==> src/rtl/local_bus_sequencer.sv <==
// Local-bus ownership sequencer for the A4092: arbitrates between Zorro III slave
// accesses and 53C710 DMA mastership, with turnaround, grant timeout and tenure watch.
module local_bus_sequencer #(
  parameter int unsigned TURN_CYCLES    = 2,
  parameter int unsigned GRANT_TIMEOUT  = 255,
  parameter int unsigned BACKOFF_CYCLES = 16,
  parameter int unsigned MAX_TENURE     = 4095
) (
  input  logic CLK,
  input  logic RESET,
  input  logic slave_req,
  input  logic slave_done,
  input  logic SBR_n,
  input  logic zbus_grant,
  input  logic status_clr,
  output logic zbus_req,
  output logic slave_gnt,
  output logic SBG_n,
  output logic MASTER_n,
  output logic busy,
  output logic grant_timeout,
  output logic tenure_overrun,
  output logic bus_lost
);

  localparam int unsigned MaxA     = (TURN_CYCLES > GRANT_TIMEOUT) ? TURN_CYCLES : GRANT_TIMEOUT;
  localparam int unsigned MaxB     = (BACKOFF_CYCLES > MAX_TENURE) ? BACKOFF_CYCLES : MAX_TENURE;
  localparam int unsigned MaxParam = (MaxA > MaxB) ? MaxA : MaxB;
  localparam int unsigned CntW     = $clog2(MaxParam + 1);

  localparam logic [CntW-1:0] TurnLast = CntW'(TURN_CYCLES - 1);
  localparam logic [CntW-1:0] GtoLast  = CntW'(GRANT_TIMEOUT - 1);
  localparam logic [CntW-1:0] BackLast = CntW'(BACKOFF_CYCLES - 1);
  localparam logic [CntW-1:0] TenLast  = CntW'(MAX_TENURE - 1);

  typedef enum logic [2:0] {
    StIdle, StSlave, StTurnOut, StZreq, StBackoff, StTurnIn, StDma, StRelease
  } state_e;

  state_e          r_state;
  state_e          w_state_d;
  logic [CntW-1:0] r_cnt;
  logic [CntW-1:0] w_cnt_d;
  logic            r_sync1;
  logic            r_sync2;
  logic            w_sbr;
  logic            w_set_gto;
  logic            w_set_ovr;
  logic            w_set_lost;
  logic            r_zbus_req;
  logic            r_slave_gnt;
  logic            r_sbg_n;
  logic            r_master_n;
  logic            r_busy;
  logic            r_gto;
  logic            r_ovr;
  logic            r_lost;

  assign w_sbr = ~r_sync2;

  always_comb begin
    w_state_d  = r_state;
    w_set_gto  = 1'b0;
    w_set_ovr  = 1'b0;
    w_set_lost = 1'b0;
    unique case (r_state)
      StIdle: begin
        if (slave_req) begin
          w_state_d = StSlave;
        end else if (w_sbr) begin
          w_state_d = StZreq;
        end
      end
      StSlave: begin
        if (slave_done || !slave_req) w_state_d = StTurnOut;
      end
      StTurnOut: begin
        if (r_cnt == TurnLast) w_state_d = StIdle;
      end
      StZreq: begin
        // Slave service wins so a host access can never deadlock behind a pending DMA grant.
        if (slave_req) begin
          w_state_d = StSlave;
        end else if (!w_sbr) begin
          w_state_d = StIdle;
        end else if (zbus_grant) begin
          w_state_d = StTurnIn;
        end else if (r_cnt == GtoLast) begin
          w_set_gto = 1'b1;
          w_state_d = StBackoff;
        end
      end
      StBackoff: begin
        if (r_cnt == BackLast) w_state_d = StIdle;
      end
      StTurnIn: begin
        if (r_cnt == TurnLast) w_state_d = StDma;
      end
      StDma: begin
        if (r_cnt == TenLast) w_set_ovr = 1'b1;
        if (!w_sbr) begin
          w_state_d = StRelease;
        end else if (!zbus_grant) begin
          w_set_lost = 1'b1;
          w_state_d  = StRelease;
        end
      end
      StRelease: begin
        if (r_cnt == TurnLast) w_state_d = StIdle;
      end
      default: w_state_d = StIdle;
    endcase
  end

  // One shared saturating counter, cleared on every state change.
  always_comb begin
    w_cnt_d = r_cnt;
    if (w_state_d != r_state) begin
      w_cnt_d = '0;
    end else if (!(&r_cnt)) begin
      w_cnt_d = r_cnt + CntW'(1);
    end
  end

  always_ff @(posedge CLK) begin
    if (RESET) begin
      r_state     <= StIdle;
      r_cnt       <= '0;
      r_sync1     <= 1'b1;
      r_sync2     <= 1'b1;
      r_zbus_req  <= 1'b0;
      r_slave_gnt <= 1'b0;
      r_sbg_n     <= 1'b1;
      r_master_n  <= 1'b1;
      r_busy      <= 1'b0;
      r_gto       <= 1'b0;
      r_ovr       <= 1'b0;
      r_lost      <= 1'b0;
    end else begin
      r_state     <= w_state_d;
      r_cnt       <= w_cnt_d;
      r_sync1     <= SBR_n;
      r_sync2     <= r_sync1;
      // Outputs are decoded from the next state so they line up with r_state.
      r_zbus_req  <= (w_state_d == StZreq) || (w_state_d == StTurnIn) ||
                     (w_state_d == StDma) || (w_state_d == StRelease);
      r_slave_gnt <= (w_state_d == StSlave);
      r_sbg_n     <= (w_state_d != StDma);
      r_master_n  <= !((w_state_d == StTurnIn) || (w_state_d == StDma) ||
                       (w_state_d == StRelease));
      r_busy      <= (w_state_d != StIdle);
      r_gto       <= w_set_gto  | (r_gto  & ~status_clr);
      r_ovr       <= w_set_ovr  | (r_ovr  & ~status_clr);
      r_lost      <= w_set_lost | (r_lost & ~status_clr);
    end
  end

  assign zbus_req       = r_zbus_req;
  assign slave_gnt      = r_slave_gnt;
  assign SBG_n          = r_sbg_n;
  assign MASTER_n       = r_master_n;
  assign busy           = r_busy;
  assign grant_timeout  = r_gto;
  assign tenure_overrun = r_ovr;
  assign bus_lost       = r_lost;

endmodule

==> config.mk <==
export PLATFORM = sky130hd
export DESIGN_NAME = local_bus_sequencer
export DESIGN_NICKNAME = d
export VERILOG_FILES = /design/src/rtl/local_bus_sequencer.sv
export SDC_FILE = /design/constraint.sdc
export NUM_CORES = 1
export LEC_CHECK = 0
export ABC_AREA = 1
export BUFFER_PORTS_ARGS = -buffer_cell sky130_fd_sc_hd__clkbuf_2
export CELL_PAD_IN_SITES_DETAIL_PLACEMENT = 0
export CELL_PAD_IN_SITES_GLOBAL_PLACEMENT = 1
export CORE_UTILIZATION = 37
export DETAILED_ROUTE_END_ITERATION = 7
export GPL_TIMING_DRIVEN = 0
export HOLD_SLACK_MARGIN = 0.02
export PLACE_DENSITY = 0.81
export SLEW_MARGIN = 20
export SYNTH_ARGS = -nofsm -noshare
export SYNTH_HDL_FRONTEND = slang
export SYNTH_SLANG_ARGS = --single-unit
export TNS_END_PERCENT = 20
==> constraint.sdc <==
create_clock -name CLK -period 1.9 [get_ports CLK]
set_clock_uncertainty 0.15 [all_clocks]
set_input_delay 0.19 -clock CLK [delete_from_list [all_inputs] [get_ports CLK]]
set_output_delay 0.19 -clock CLK [all_outputs]
set_load 0.01 [all_outputs]
# After elaboration in Yosys (flattened, before gate mapping)
# Cells that the tools add are included.
# Widths: inputs -> output; s select.
dict set report word_totals {
  word_cells 74
  reg_bits 25
  in_bits 7
  output_inout_bits 8
}
dict set report classes {
  n_mux 23
  n_eq_ne 18
  n_addsub 1
  n_bitwise 7
  n_reduce_logical 13
}
# op n
set op_table {}
lappend op_table {{$mux 3} 12}
lappend op_table {{$eq 3x3->1 const B} 7}
lappend op_table {{$pmux 3 s7} 1}
lappend op_table {{$add 12x1->12 const B} 1}
lappend op_table {{$eq 12x1->1 const B} 1}
lappend op_table {{$eq 12x12->1 const B} 1}
lappend op_table {{$eq 12x4->1 const B} 1}
lappend op_table {{$eq 12x8->1 const B} 1}
lappend op_table {{$reduce_and 12->1} 1}
lappend op_table {{$mux 1} 10}
lappend op_table {{$eq 3x2->1 const B} 3}
lappend op_table {{$eq 3x1->1 const B} 2}
lappend op_table {{$logic_or 1x1->1} 6}
lappend op_table {{$reduce_or 2->1} 2}
lappend op_table {{$and 1x1->1} 3}
lappend op_table {{$logic_not 3->1} 1}
lappend op_table {{$ne 3x3->1} 1}
lappend op_table {{$ne 3x3->1 const B} 1}
lappend op_table {{$or 1x1->1} 3}
lappend op_table {{$reduce_bool 3->1} 1}
lappend op_table {{$logic_not 1->1} 2}
lappend op_table {{$not 1->1} 1}

# Longest topological paths before layout
# Gate-level depths: netlist of run 1.
dict set report logic_depth {
  depth_word 10
  ltp_mapped 14
  ltp_nobuf 13
}

# Least setup slack after synthesis of run 1
# OpenSTA, ideal clock, no wires.
dict set report synth_timing {
  kind {reg-to-reg}
  start {register r_cnt[0]}
  end {register r_cnt[5]}
  path_stages_with_launch 15
  arrival_ns 1.534
  path_buffers 1
  setup_slack_ns 0.100
  setup_ns 0.117
  cell_sequence {dfxtp_1 > inv_1 > ha_1 > inv_1 > nor2_2 > nand2_1 > nor2_2 > nor2_1 > nor2_2 > nand3_4 > nor2_2 > nor2_2 > nand3_2 > buf_6 > nor2_2}
}
dict set report synth_via {
  elab_chain_len 8
  elab_cells_between_ends 15
  classes_between {add/sub (1); eq/ne (4); mux (8); reduce/logical (2)}
}
# item line_no
set synth_rtl {}
lappend synth_rtl {{from (decl)} 42} ;# logic [CntW-1:0] r_cnt;
lappend synth_rtl {{from (signal assigned)} 141} ;# r_cnt <= w_cnt_d;
lappend synth_rtl {{$eq 12x8->1} 88} ;# end else if (r_cnt == GtoLast) begin
lappend synth_rtl {{$mux 3} 88}
lappend synth_rtl {{$mux 3} 86} ;# end else if (zbus_grant) begin
lappend synth_rtl {{$mux 3} 84} ;# end else if (!w_sbr) begin
lappend synth_rtl {{$mux 3} 82} ;# if (slave_req) begin
lappend synth_rtl {{$pmux 3 s7} 66} ;# unique case (r_state)
lappend synth_rtl {{$ne 3x3->1} 118} ;# if (w_state_d != r_state) begin
lappend synth_rtl {{$reduce_or 2->1 (no line)} --}
# Several ways; a longest one is shown, not always the timed one.
# A chain may end at the register's enable or synchronous reset.

# Worst setup path in the final report of run 1
dict set report layout_timing {
  start {register r_cnt[0]}
  end {register r_sbg_n (netlist: SBG_n)}
}
dict set report layout_via {
  elab_chain_len 7
  elab_cells_between_ends 12
  classes_between {eq/ne (4); mux (8)}
}
# item line_no
set layout_rtl {}
lappend layout_rtl {{$eq 12x8->1} 88}
lappend layout_rtl {{$mux 3} 88}
lappend layout_rtl {{$mux 3} 86}
lappend layout_rtl {{$mux 3} 84}
lappend layout_rtl {{$mux 3} 82}
lappend layout_rtl {{$pmux 3 s7 (*)} 66}
lappend layout_rtl {{$ne 3x3->1 (*)} 148} ;# r_sbg_n <= (w_state_d != StDma);
lappend layout_rtl {{to (signal assigned)} 148}
lappend layout_rtl {{to (decl)} 52} ;# logic r_sbg_n;
# Every way passes the cells marked *; elsewhere a longest branch is shown, timed or not.

==> key figures, run 1 <==
Run status
  • Run status: finished, violations left
  • Failing checks: negative setup slack

Timing
  • Fin crit share: 1.06
  • Fmax: 496 MHz
  • Worst-Margin Slew: 418 ps
  • Post-route setup slack: -118 ps
  • Slew HR: 0.719
  • Unrepaired setup endpoints after global routing: yes
  • Slew Viols, Final: 0
  • Hold Vio Cnt, Final: 0
  • Final setup fails: 15
  • Final Critical Period: 2020 ps
  • Setup TNS: -1310 ps

Synth
  • Ys Warns: 0
  • Main synth FF type: dfxtp_1
  • Multiplexer share of the synthesized area: 0
  • Synth Area in Compound Gates: 0.0689
  • Largest family of logic cells by synthesized area: simple AND/OR/NAND/NOR gates
  • Post-Syn Instances: 196
  • Async S/R FF share, synth: 0
  • Post-synth EDFFs: 0
  • Simple-gate area share of the yosys netlist: 0.419
  • Post-Syn Area: 1400 um^2
  • Post-synthesis xor/xnor area fraction: 0.0501
  • Post-synthesis adder-cell area fraction: 0.0268
  • Count of different cell masters after synthesis: 30
  • Synth Net Count: 206
  • Seq/Total Area, Yosys: 0.358
  • Mean Syn Cell Area: 7.14 um^2
  • #FFs+latches synth: 25

Min path
  • HP Class: primary input to flop

Die
  • Die H: 63.5 um
  • Rows: 21
  • Die width: 63.5 um
  • IO Count: 15
  • Core area: 3470 um^2
  • Die area: 4030 um^2
  • Starting Density: 0.403

Place
  • Port-buffer cells: 14
  • Placement Cell Area: 1530 um^2
  • Final HPWL DP: 2.15 mm
  • Post-Place Cells: 256
  • Pre-CTS setup slack: -160 ps
  • Final Wtd Congestion: 0.813

Drt
  • Routed WL per cell: 12.2 um
  • Vias/cell: 4.69
  • Total Wirelength: 3.40 mm
  • Drt first pass iters: 4
  • Number of routed nets with antenna violations: 0
  • Initial DRC count: 47
  • Vias: 1309
  • DRC viols: 0

Power and ir drop
  • Share of power burned in registers: 0.381
  • Comb pwr share: 0.430
  • Internal power: 1.08 mW
  • Pwr/cell area: 849 nW/um^2
  • Leak: 0.820 nW
  • VDD IR max: 0.271 mV
  • P_sw: 0.574 mW
  • Tot Pwr: 1.66 mW
  • Clock power frac: 0.189
  • Switching portion of total power: 0.346

Worst setup path
  • Worst path top cell family by delay: simple AND/OR/NAND/NOR gates
  • CP Buf/Inv Count: 5
  • Setup CP Type: flop to flop
  • CP Cell Sequence: inv_4 -> ha_4 -> inv_2 -> nor2_4 -> nand3_2 -> nand2_1 -> nand2_1 -> a21oi_2 -> nand3_2 -> buf_6 -> buf_4 -> buf_4 -> nand3b_1
  • CP required: 1910 ps
  • Crit end category: flop
  • Worst-path fanout max: 3
  • CP Launch Type: flop
  • Slowest cell delay on critical path: 370 ps
  • Worst path arrival time: 2020 ps
  • CP max-delay cell: dfxtp_4

Layout
  • Fraction of layout cells with a size suffix above 1: 0.472
  • Finished Layout Cells: 279
  • # diodes: 0
  • Area occupied by multi-input gates: 922 um^2
  • Synthesis-to-layout area growth: 39.5%
  • Seq. cell area: 518 um^2
  • Design area: 1950 um^2
  • # fillers: 341
  • Nets: 244

Clock tree
  • Root buf cell: clkbuf_8
  • Bufs on Longest Clock Path: 2
  • TritonCTS clock tree: built
  • Clk Latency, worst-skew pair: 270 ps
  • H-tree Lvls: 1
  • Clock sink total: 25
  • Clock transition at path regs: 80 ps
  • TritonCTS Buffers: 3

Job
  • Max-cap violations: 0

GRT
  • All-layer global routing usage: 0.169
  • Vias in the first global route: 1229
  • First-pass GRT wire length: 5.38 mm
  • Total grt overflow: 0
  • Pin count of the biggest net entering global routing: 14
  • Initial antenna violation count: 0
==> final timing paths <==
kind	startpoint	end	slack [ps]	cells after the start
setup reg to reg	r_cnt[0]	SBG_n	-120	13
hold / removal	RESET	grant_timeout	40	2
hold reg to reg	r_sync1	r_sync2	260	1
setup / recovery	r_cnt[0]	SBG_n	-120	13
==> sequential cells by signal, indices dropped and copies added, names as in the netlist <==
name            flops
busy                1
MASTER_n            1
slave_gnt           1
r_cnt              12
r_sync1             1
bus_lost            1
SBG_n               1
tenure_overrun      1
grant_timeout       1
r_state             3
r_sync2             1
zbus_req            1
==> final cells by class <==
type,instances,area share
Tap cell,46,0.0295
Buffer,2,0.0160
Inverter,24,0.0474
Sequential cell,25,0.265
Timing Repair Buffer,33,0.146
Multi-Input combinational cell,145,0.472
Clock buffer,4,0.0231
==> layout by cell type, fill, tap and decap left out, types with 3 or more instances in the layout <==
cell and count:
dfxtp_1 15, nor2_2 19, or2_2 3, nand3_2 6
nand2_2 10, buf_6 11, xor2_1 6, a21oi_1 6
inv_1 16, clkbuf_2 14, nor2_4 6, buf_4 6
nand3_1 10, nor2_1 19, clkbuf_8 3, nand2_1 31
inv_2 7, nor3_1 3, dfxtp_2 8, o21ai_0 3
a21oi_2 3
==> per-layer routing <==
| layer | wire length, um | vias to the layer above | part of all wire | global-route usage |
|---|---|---|---|---|
| met1 | 1640 | 598 | 0.48 | 0.232 |
| met2 | 1670 | 19 | 0.49 | 0.273 |
| met4 | 16 | 0 | 0.0047 | 0.0540 |
| met5 | 0 | - | 0 | 0 |
| li1 | - | 690 | - | - |
| met3 | 71 | 2 | 0.021 | 0.0217 |
==> metrics by stage <==
step,hold WS (ps),utilization
floorplan,109,-
global placement,224,0.440
detailed placement,229,0.440
CTS,38.1,0.514
global route,44.8,0.563
finish,35.3,0.563
==> synth_stat cells, drive strengths merged (2+ instances only) <==
cell type   n  share of area
dfxtp      25           0.36
nand4       2         0.0089
xor2        6          0.038
xnor2       2          0.013
or2         4          0.018
nor3        5          0.021
nand3      18          0.077
nor2       44           0.16
ha          3          0.027
o21ai       5          0.018
buf         2          0.013
a21oi       9          0.035
nand2      42           0.12
inv        24          0.064
==> power by group through the flow <==
stage / Combinational (mW) / Clock, mW / Sequential, mW
6_report: 0.712 / 0.314 / 0.632
5_1_grt: 0.774 / 0.345 / 0.637
4_1_cts: 0.586 / 0.319 / 0.616
3_5_place_dp: 0.372 / 0 / 0.620
3_3_place_gp: 0.374 / 0 / 0.619
2_1_floorplan: 0.273 / 0 / 0.622
==> cell families (layout without fill, tap and decap cells) <==
family / count (synthesis) / count (layout)
AO/OA/AOI/OAI: 17 / 17
XOR/XNOR: 8 / 8
buffers and inverters: 26 / 63
AND/OR/NAND/NOR: 117 / 117
adder cells (fa/ha/maj): 3 / 3
flip-flops: 25 / 25
==> repair_timing <==
item,CTS,global route
gates resized for setup,18,45
pin swaps,12,15
setup buffers,15,3
hold endpoints to repair,1,0
gates cloned,1,0
hold buffers,1,0
setup endpoints to repair,13,18
No activity file was read; power rests on OpenSTA's default activity.
==> inputs of run 2 (changes only) <==
==> constraint.sdc (replaced) <==
create_clock -name CLK -period 1.9 [get_ports CLK]
set_clock_uncertainty 0.15 [all_clocks]
set_input_delay 0.095 -clock CLK [delete_from_list [all_inputs] [get_ports CLK]]
set_output_delay 0.095 -clock CLK [all_outputs]
set_load 0.01 [all_outputs]
==> run 2 against run 1 <==
- the run still ends with negative setup slack left
- die area did not move
- critical path depth did not move
- first-iteration DRC count fell by 8.5%
- clock-buffer cell count did not move
- utilization rose by 0.87 points
- design area rose by 1.5%
- sequential share of layout area fell by 0.40 points
- routed wire length rose by 1.3%
- highest routed layer unchanged
==> key figures, run 2 (synthesis results as in run 1) <==
Run status
  • Run status: finished, violations left (unchanged)
  • Failing checks: negative setup slack (unchanged)

Min path
  • Hold path start: slave_req (was RESET)
  • Hold endpoint: grant_timeout (unchanged)
  • HP Class: primary input to flop (unchanged)
  • Hold Path Depth: 4 (was 2)

Timing
  • Fin crit share: 1.06 (about the same)
  • Fmax: 497 MHz (was 496 MHz)
  • Setup TNS: -1330 ps (was -1310 ps)
  • Hold Vio Cnt, Final: 0 (unchanged)
  • Worst-Margin Slew: 418 ps (unchanged)
  • Post-route setup slack: -114 ps (was -118 ps)
  • Final setup fails: 15 (unchanged)
  • Slew HR: 0.719 (unchanged)
  • Unrepaired setup endpoints after global routing: yes (unchanged)
  • Final Critical Period: 2010 ps (was 2020 ps)
  • Slew Viols, Final: 0 (unchanged)

Worst setup path
  • FF-to-FF End: SBG_n (unchanged)
  • Worst path arrival time: 2020 ps (about the same)
  • Crit Reg-Reg Startpoint: r_cnt[0] (unchanged)
  • CP Buf/Inv Count: 5 (unchanged)
  • CP required: 1900 ps (was 1910 ps)
  • CP Cell Sequence: inv_4 -> ha_4 -> inv_2 -> nor2_4 -> nand3_2 -> nand2_1 -> nand2_1 -> a21oi_2 -> nand3_2 -> buf_6 -> buf_4 -> buf_4 -> nand3b_1 (unchanged)
  • Slowest cell delay on critical path: 370 ps (about the same)
  • CP max-delay cell: dfxtp_4 (unchanged)
  • Crit end category: flop (unchanged)
  • Worst Reg-to-Reg Cells: 13 (unchanged)
  • CP Launch Point: r_cnt[0] (unchanged)
  • Reg2reg setup slack: -110 ps (was -120 ps)
  • Setup CP Type: flop to flop (unchanged)
  • Worst path top cell family by delay: simple AND/OR/NAND/NOR gates (unchanged)
  • CP Launch Type: flop (unchanged)
  • Worst-path fanout max: 3 (unchanged)

Layout
  • Commonest non-fill, non-tap cell in the layout: nand2_1 (unchanged)
  • Top reg by flops: r_cnt (unchanged)
  • Most frequent cells in the layout: 31 x nand2_1, 19 x nor2_1, 19 x nor2_2 (unchanged)
  • Top Registers: r_cnt x12, r_state x3 (unchanged)
  • Area occupied by multi-input gates: 922 um^2 (unchanged)
  • Synthesis-to-layout area growth: 41.7% (was 39.5%)
  • # diodes: 0 (unchanged)
  • Nets: 247 (was 244)
  • Fraction of layout cells with a size suffix above 1: 0.466 (was 0.472)
  • Max reg flops: 12 (unchanged)
  • Seq. cell area: 518 um^2 (unchanged)
  • # fillers: 336 (was 341)

Die
  • Rows: 21 (unchanged)
  • Die area: 4030 um^2 (unchanged)
  • Die H: 63.5 um (unchanged)
  • IO Count: 15 (unchanged)
  • Core area: 3470 um^2 (unchanged)
  • Starting Density: 0.403 (unchanged)
  • Die width: 63.5 um (unchanged)

GRT
  • Total grt overflow: 0 (unchanged)
  • Vias in the first global route: 1262 (was 1229)
  • First-pass GRT wire length: 5.51 mm (was 5.38 mm)
  • Initial antenna violation count: 0 (unchanged)
  • All-layer global routing usage: 0.173 (was 0.169)
  • Pin count of the biggest net entering global routing: 14 (unchanged)

Clock tree
  • TritonCTS clock tree: built (unchanged)
  • Root buf cell: clkbuf_8 (unchanged)
  • Clock sink total: 25 (unchanged)
  • Clock transition at path regs: 80 ps (about the same)
  • Bufs on Longest Clock Path: 2 (unchanged)
  • Clk Latency, worst-skew pair: 270 ps (about the same)
  • TritonCTS Buffers: 3 (unchanged)
  • H-tree Lvls: 1 (unchanged)

Drt
  • Drt first pass iters: 4 (unchanged)
  • Max layer used: met4 (unchanged)
  • Initial DRC count: 43 (was 47)
  • DRC viols: 0 (unchanged)
  • Total Wirelength: 3.45 mm (was 3.40 mm)
  • Vias: 1316 (was 1309)
  • Met2 wire len: 1.71 mm (was 1.67 mm)
  • Number of routed nets with antenna violations: 0 (unchanged)
  • Routed WL per cell: 12.2 um (about the same)
  • Routed wl met3: 72 um (was 71 um)
  • DRT met1 WL: 1.65 mm (was 1.64 mm)
  • Vias/cell: 4.67 (was 4.69)

Power and ir drop
  • Leak: 0.832 nW (was 0.820 nW)
  • Internal power: 1.09 mW (was 1.08 mW)
  • VDD IR max: 0.272 mV (was 0.271 mV)
  • Switching portion of total power: 0.346 (about the same)
  • Clock power frac: 0.188 (was 0.189)
  • Comb pwr share: 0.432 (was 0.430)
  • Share of power burned in registers: 0.380 (was 0.381)
  • Pwr/cell area: 839 nW/um^2 (was 849 nW/um^2)
  • P_sw: 0.574 mW (about the same)
  • Tot Pwr: 1.66 mW (about the same)

Place
  • Final Wtd Congestion: 0.813 (unchanged)
  • Final HPWL DP: 2.15 mm (unchanged)
  • Port-buffer cells: 14 (unchanged)

Job
  • Max-cap violations: 0 (unchanged)
## run 2: cell count changes in the layout (fill, tap and decap cells not counted)
| cell | previous run | this run |
|---|---|---|
| dlygate4sd3_1 | 1 | 4 |
## run 2: per-layer routing
layer | up-vias | track usage
met2 | 19 | 0.283
met4 | 0 | 0.0540
met3 | 3 | 0.0217
met5 | - | 0
met1 | 597 | 0.234
li1 | 697 | -
## run 2: power by group through the flow
stage	Combinational, mW	Clock, mW	Sequential [mW]
floorplan	0.273	0	0.622
global placement	0.374	0	0.619
detailed placement	0.372	0	0.620
CTS	0.590	0.319	0.615
global route	0.779	0.345	0.637
finish	0.717	0.312	0.632
## run 2: cell type report
class | instances | share of cell area
Clock buffer | 4 | 0.0227
Multi-Input combinational cell | 145 | 0.465
Tap cell | 46 | 0.0290
Sequential cell | 25 | 0.261
Inverter | 24 | 0.0467
Buffer | 2 | 0.0158
Timing Repair Buffer | 36 | 0.159
## run 2: timing repair
item,CTS,global route
resized for setup,18,45
cloned,1,0
endpoints found under the setup margin,13,18
setup buffers,15,3
pin swaps,12,15
endpoints found under the hold margin,6,0
hold buffers,4,0
## run 2: worst register-to-register path, delay by kind of cell, from the launching register on
kind / cells / cell delay, ps
flops: 1 / 370
compound gates: 1 / 140
fa+ha+maj: 1 / 120
simple gates: 6 / 650
buf+inv: 5 / 470
## run 2: how the worst max path moves through the flow
stage               endpoint  slack (ps)  cells past startpoint
floorplan           r_cnt[5]         100                     14
CTS                 r_cnt[8]         -60                     15
global route           SBG_n        -230                     13
global placement        busy        -150                     12
finish                 SBG_n        -110                     13
detailed placement  r_cnt[8]        -160                     14
## run 2: stage by stage
step	cell area (um^2)	std cells	setup slack, ps	hold WS, ps	util
6_report	1980	282	-114	38.4	0.571
5_1_grt	1980	282	-229	41.8	0.571
4_1_cts	1810	280	-55.5	35.6	0.523
3_5_place_dp	1530	256	-160	134	0.440
3_3_place_gp	1530	256	-152	129	0.440
2_1_floorplan	1400	196	99.6	14.1	-
==> inputs of run 3 (changes only) <==
--- a/config.mk
+++ b/config.mk
@@ -11,7 +11,6 @@
 export CELL_PAD_IN_SITES_GLOBAL_PLACEMENT = 1
 export CORE_UTILIZATION = 37
 export DETAILED_ROUTE_END_ITERATION = 7
-export GPL_TIMING_DRIVEN = 0
 export HOLD_SLACK_MARGIN = 0.02
 export PLACE_DENSITY = 0.81
 export SLEW_MARGIN = 20
==> run 3 against run 2 <==
- the flow now finishes without violations
- largest power group is now registers
- register-to-register slack gained 120 ps
- non-clock buffer count grew 8
- cell count grew 2.8%
- clock-buffer cell count shrank 1
- via count grew 4.1%
- global-route usage shrank 0.83 points
- utilization shrank 1.2 points
- highest routed layer unchanged
- hold slack gained 35 ps
- die area is the same
- routed wire length shrank 3.4%
- maximum frequency grew 6.1%
==> key figures, run 3 (synthesis results as in run 1) <==
Timing
  • Final setup fails: 0 (was 15)
  • Hold Vio Cnt, Final: 0 (unchanged)
  • Fin crit share: 0.999 (was 1.06)
  • Worst hold margin: 73.1 ps (was 38.4 ps)
  • Worst-Margin Slew: 392 ps (was 418 ps)
  • Slew Viols, Final: 0 (unchanged)
  • Fmax: 527 MHz (was 497 MHz)
  • Slew HR: 0.736 (was 0.719)
  • Final Critical Period: 1900 ps (was 2010 ps)
  • Setup TNS: 0 ps (was -1330 ps)
  • Unrepaired setup endpoints after global routing: yes (unchanged)

Place
  • Placement Cell Area: 1680 um^2 (was 1530 um^2)
  • Final Wtd Congestion: 0.894 (was 0.813)
  • Port-buffer cells: 14 (unchanged)
  • Final HPWL DP: 2.35 mm (was 2.15 mm)

Worst setup path
  • Setup CP Type: flop to flop (unchanged)
  • Crit end category: flop (unchanged)
  • Worst path arrival time: 1920 ps (was 2020 ps)
  • CP Launch Type: flop (unchanged)
  • CP Cell Sequence: buf_4 -> nor3_1 -> a21boi_0 -> nor2_1 -> nand3_1 -> nand2_2 -> nand3_4 -> clkbuf_16 -> nor2_2 (was inv_4 -> ha_4 -> inv_2 -> nor2_4 -> nand3_2 -> nand2_1 -> nand2_1 -> a21oi_2 -> nand3_2 -> buf_6 -> buf_4 -> buf_4 -> nand3b_1)
  • Slowest cell delay on critical path: 380 ps (was 370 ps)
  • CP required: 1920 ps (was 1900 ps)
  • Worst-path fanout max: 6 (was 3)
  • CP max-delay cell: dfxtp_4 (unchanged)

Drt
  • Routed wl met3: 92 um (was 72 um)
  • Routed WL per cell: 11.5 um (was 12.2 um)
  • Vias/cell: 4.72 (was 4.67)
  • Total Wirelength: 3.33 mm (was 3.45 mm)
  • Drt first pass iters: 4 (unchanged)
  • DRC viols: 0 (unchanged)
  • Number of routed nets with antenna violations: 0 (unchanged)
  • Vias: 1370 (was 1316)
  • Met2 wire len: 1.53 mm (was 1.71 mm)
  • DRT met1 WL: 1.65 mm (about the same)
  • Max layer used: met4 (unchanged)
  • Initial DRC count: 45 (was 43)

Min path
  • HP Class: primary input to flop (unchanged)

Power and ir drop
  • Pwr/cell area: 782 nW/um^2 (was 839 nW/um^2)
  • Leak: 0.841 nW (was 0.832 nW)
  • VDD IR max: 0.369 mV (was 0.272 mV)

Run status
  • Run status: complete, no violations (was finished, violations left)

Layout
  • Design area: 1940 um^2 (was 1980 um^2)
  • Synthesis-to-layout area growth: 38.6% (was 41.7%)
  • Max reg flops: 12 (unchanged)
  • Most frequent cells in the layout: 34 x nand2_1, 25 x buf_4, 23 x nor2_1 (was 31 x nand2_1, 19 x nor2_1, 19 x nor2_2)
  • Top Registers: r_cnt x12, r_state x3 (unchanged)
  • Nets: 255 (was 247)
  • Commonest non-fill, non-tap cell in the layout: nand2_1 (unchanged)
  • Top reg by flops: r_cnt (unchanged)
  • # diodes: 0 (unchanged)
  • Fraction of layout cells with a size suffix above 1: 0.414 (was 0.466)

GRT
  • Total grt overflow: 0 (unchanged)
  • Initial antenna violation count: 0 (unchanged)
  • All-layer global routing usage: 0.165 (was 0.173)
  • Vias in the first global route: 1218 (was 1262)
  • Pin count of the biggest net entering global routing: 16 (was 14)
  • First-pass GRT wire length: 5.20 mm (was 5.51 mm)

Clock tree
  • Clock sink total: 25 (unchanged)
  • TritonCTS Buffers: 3 (unchanged)
  • H-tree Lvls: 1 (unchanged)
  • TritonCTS clock tree: built (unchanged)
  • Clock transition at path regs: 100 ps (was 80 ps)
  • Root buf cell: clkbuf_8 (unchanged)
  • Bufs on Longest Clock Path: 2 (unchanged)
  • Clk Latency, worst-skew pair: 280 ps (was 270 ps)

Job
  • Max-cap violations: 0 (unchanged)

Die
  • Starting Density: 0.403 (unchanged)
  • IO Count: 15 (unchanged)
  • Die area: 4030 um^2 (unchanged)
  • Core area: 3470 um^2 (unchanged)
  • Die width: 63.5 um (unchanged)
  • Rows: 21 (unchanged)
  • Die H: 63.5 um (unchanged)
run 3: final timing paths:
path,slack [ps],cells past startpoint,end,start
worst max-delay path,2,9,r_cnt[5],r_state[1]
worst max register to register,2,9,r_cnt[5],r_state[1]
worst min-delay path,70,4,grant_timeout,zbus_grant
worst min register to register,280,1,r_sync2,r_sync1
run 3: layer usage:
layer	GRT usage	vias up
met3	0.0236	7
li1	-	713
met2	0.265	25
met4	0.0767	0
met5	0	-
met1	0.215	625
run 3: final cells by class:
class / count / area, um^2
tap: 46 / 57.6
multi-input combinational: 145 / 877
fill: 332 / 1530
clock buffer: 3 / 41.3
timing repair buffer: 46 / 353
sequential: 25 / 513
clock inverter: 1 / 7.51
inverter: 24 / 90.1
run 3: power breakdown:
group          switching (mW)  internal [mW]  total [mW]
clock                   0.183          0.149       0.332
combinational           0.312          0.258       0.569
sequential             0.0391          0.576       0.616
total                   0.534          0.983        1.52
run 3: critical path, delay by kind of cell, from the launching register on:
kind            cells  cell delay, ps
flops               1             380
buf+inv             2             310
simple gates        6             680
compound gates      1             260
run 3: stage by stage:
step / util / instances / power (mW) / setup WS (ps)
6_report: 0.559 / 290 / 1.52 / 1.60
5_1_grt: 0.559 / 290 / 1.61 / -92.0
4_1_cts: 0.513 / 284 / 1.38 / -5.35
3_5_place_dp: 0.484 / 275 / 1.04 / 0.693
3_3_place_gp: 0.484 / 275 / 1.04 / -12.5
2_1_floorplan: - / 196 / 0.895 / 99.6
run 3: repair_timing:
action / CTS / global route
pin swaps: 1 / 5
hold endpoints to repair: 7 / 0
endpoints found under the setup margin: 12 / 15
gates resized for setup: 1 / 31
gates cloned: 0 / 1
hold buffers: 5 / 0
buffers inserted: 0 / 5
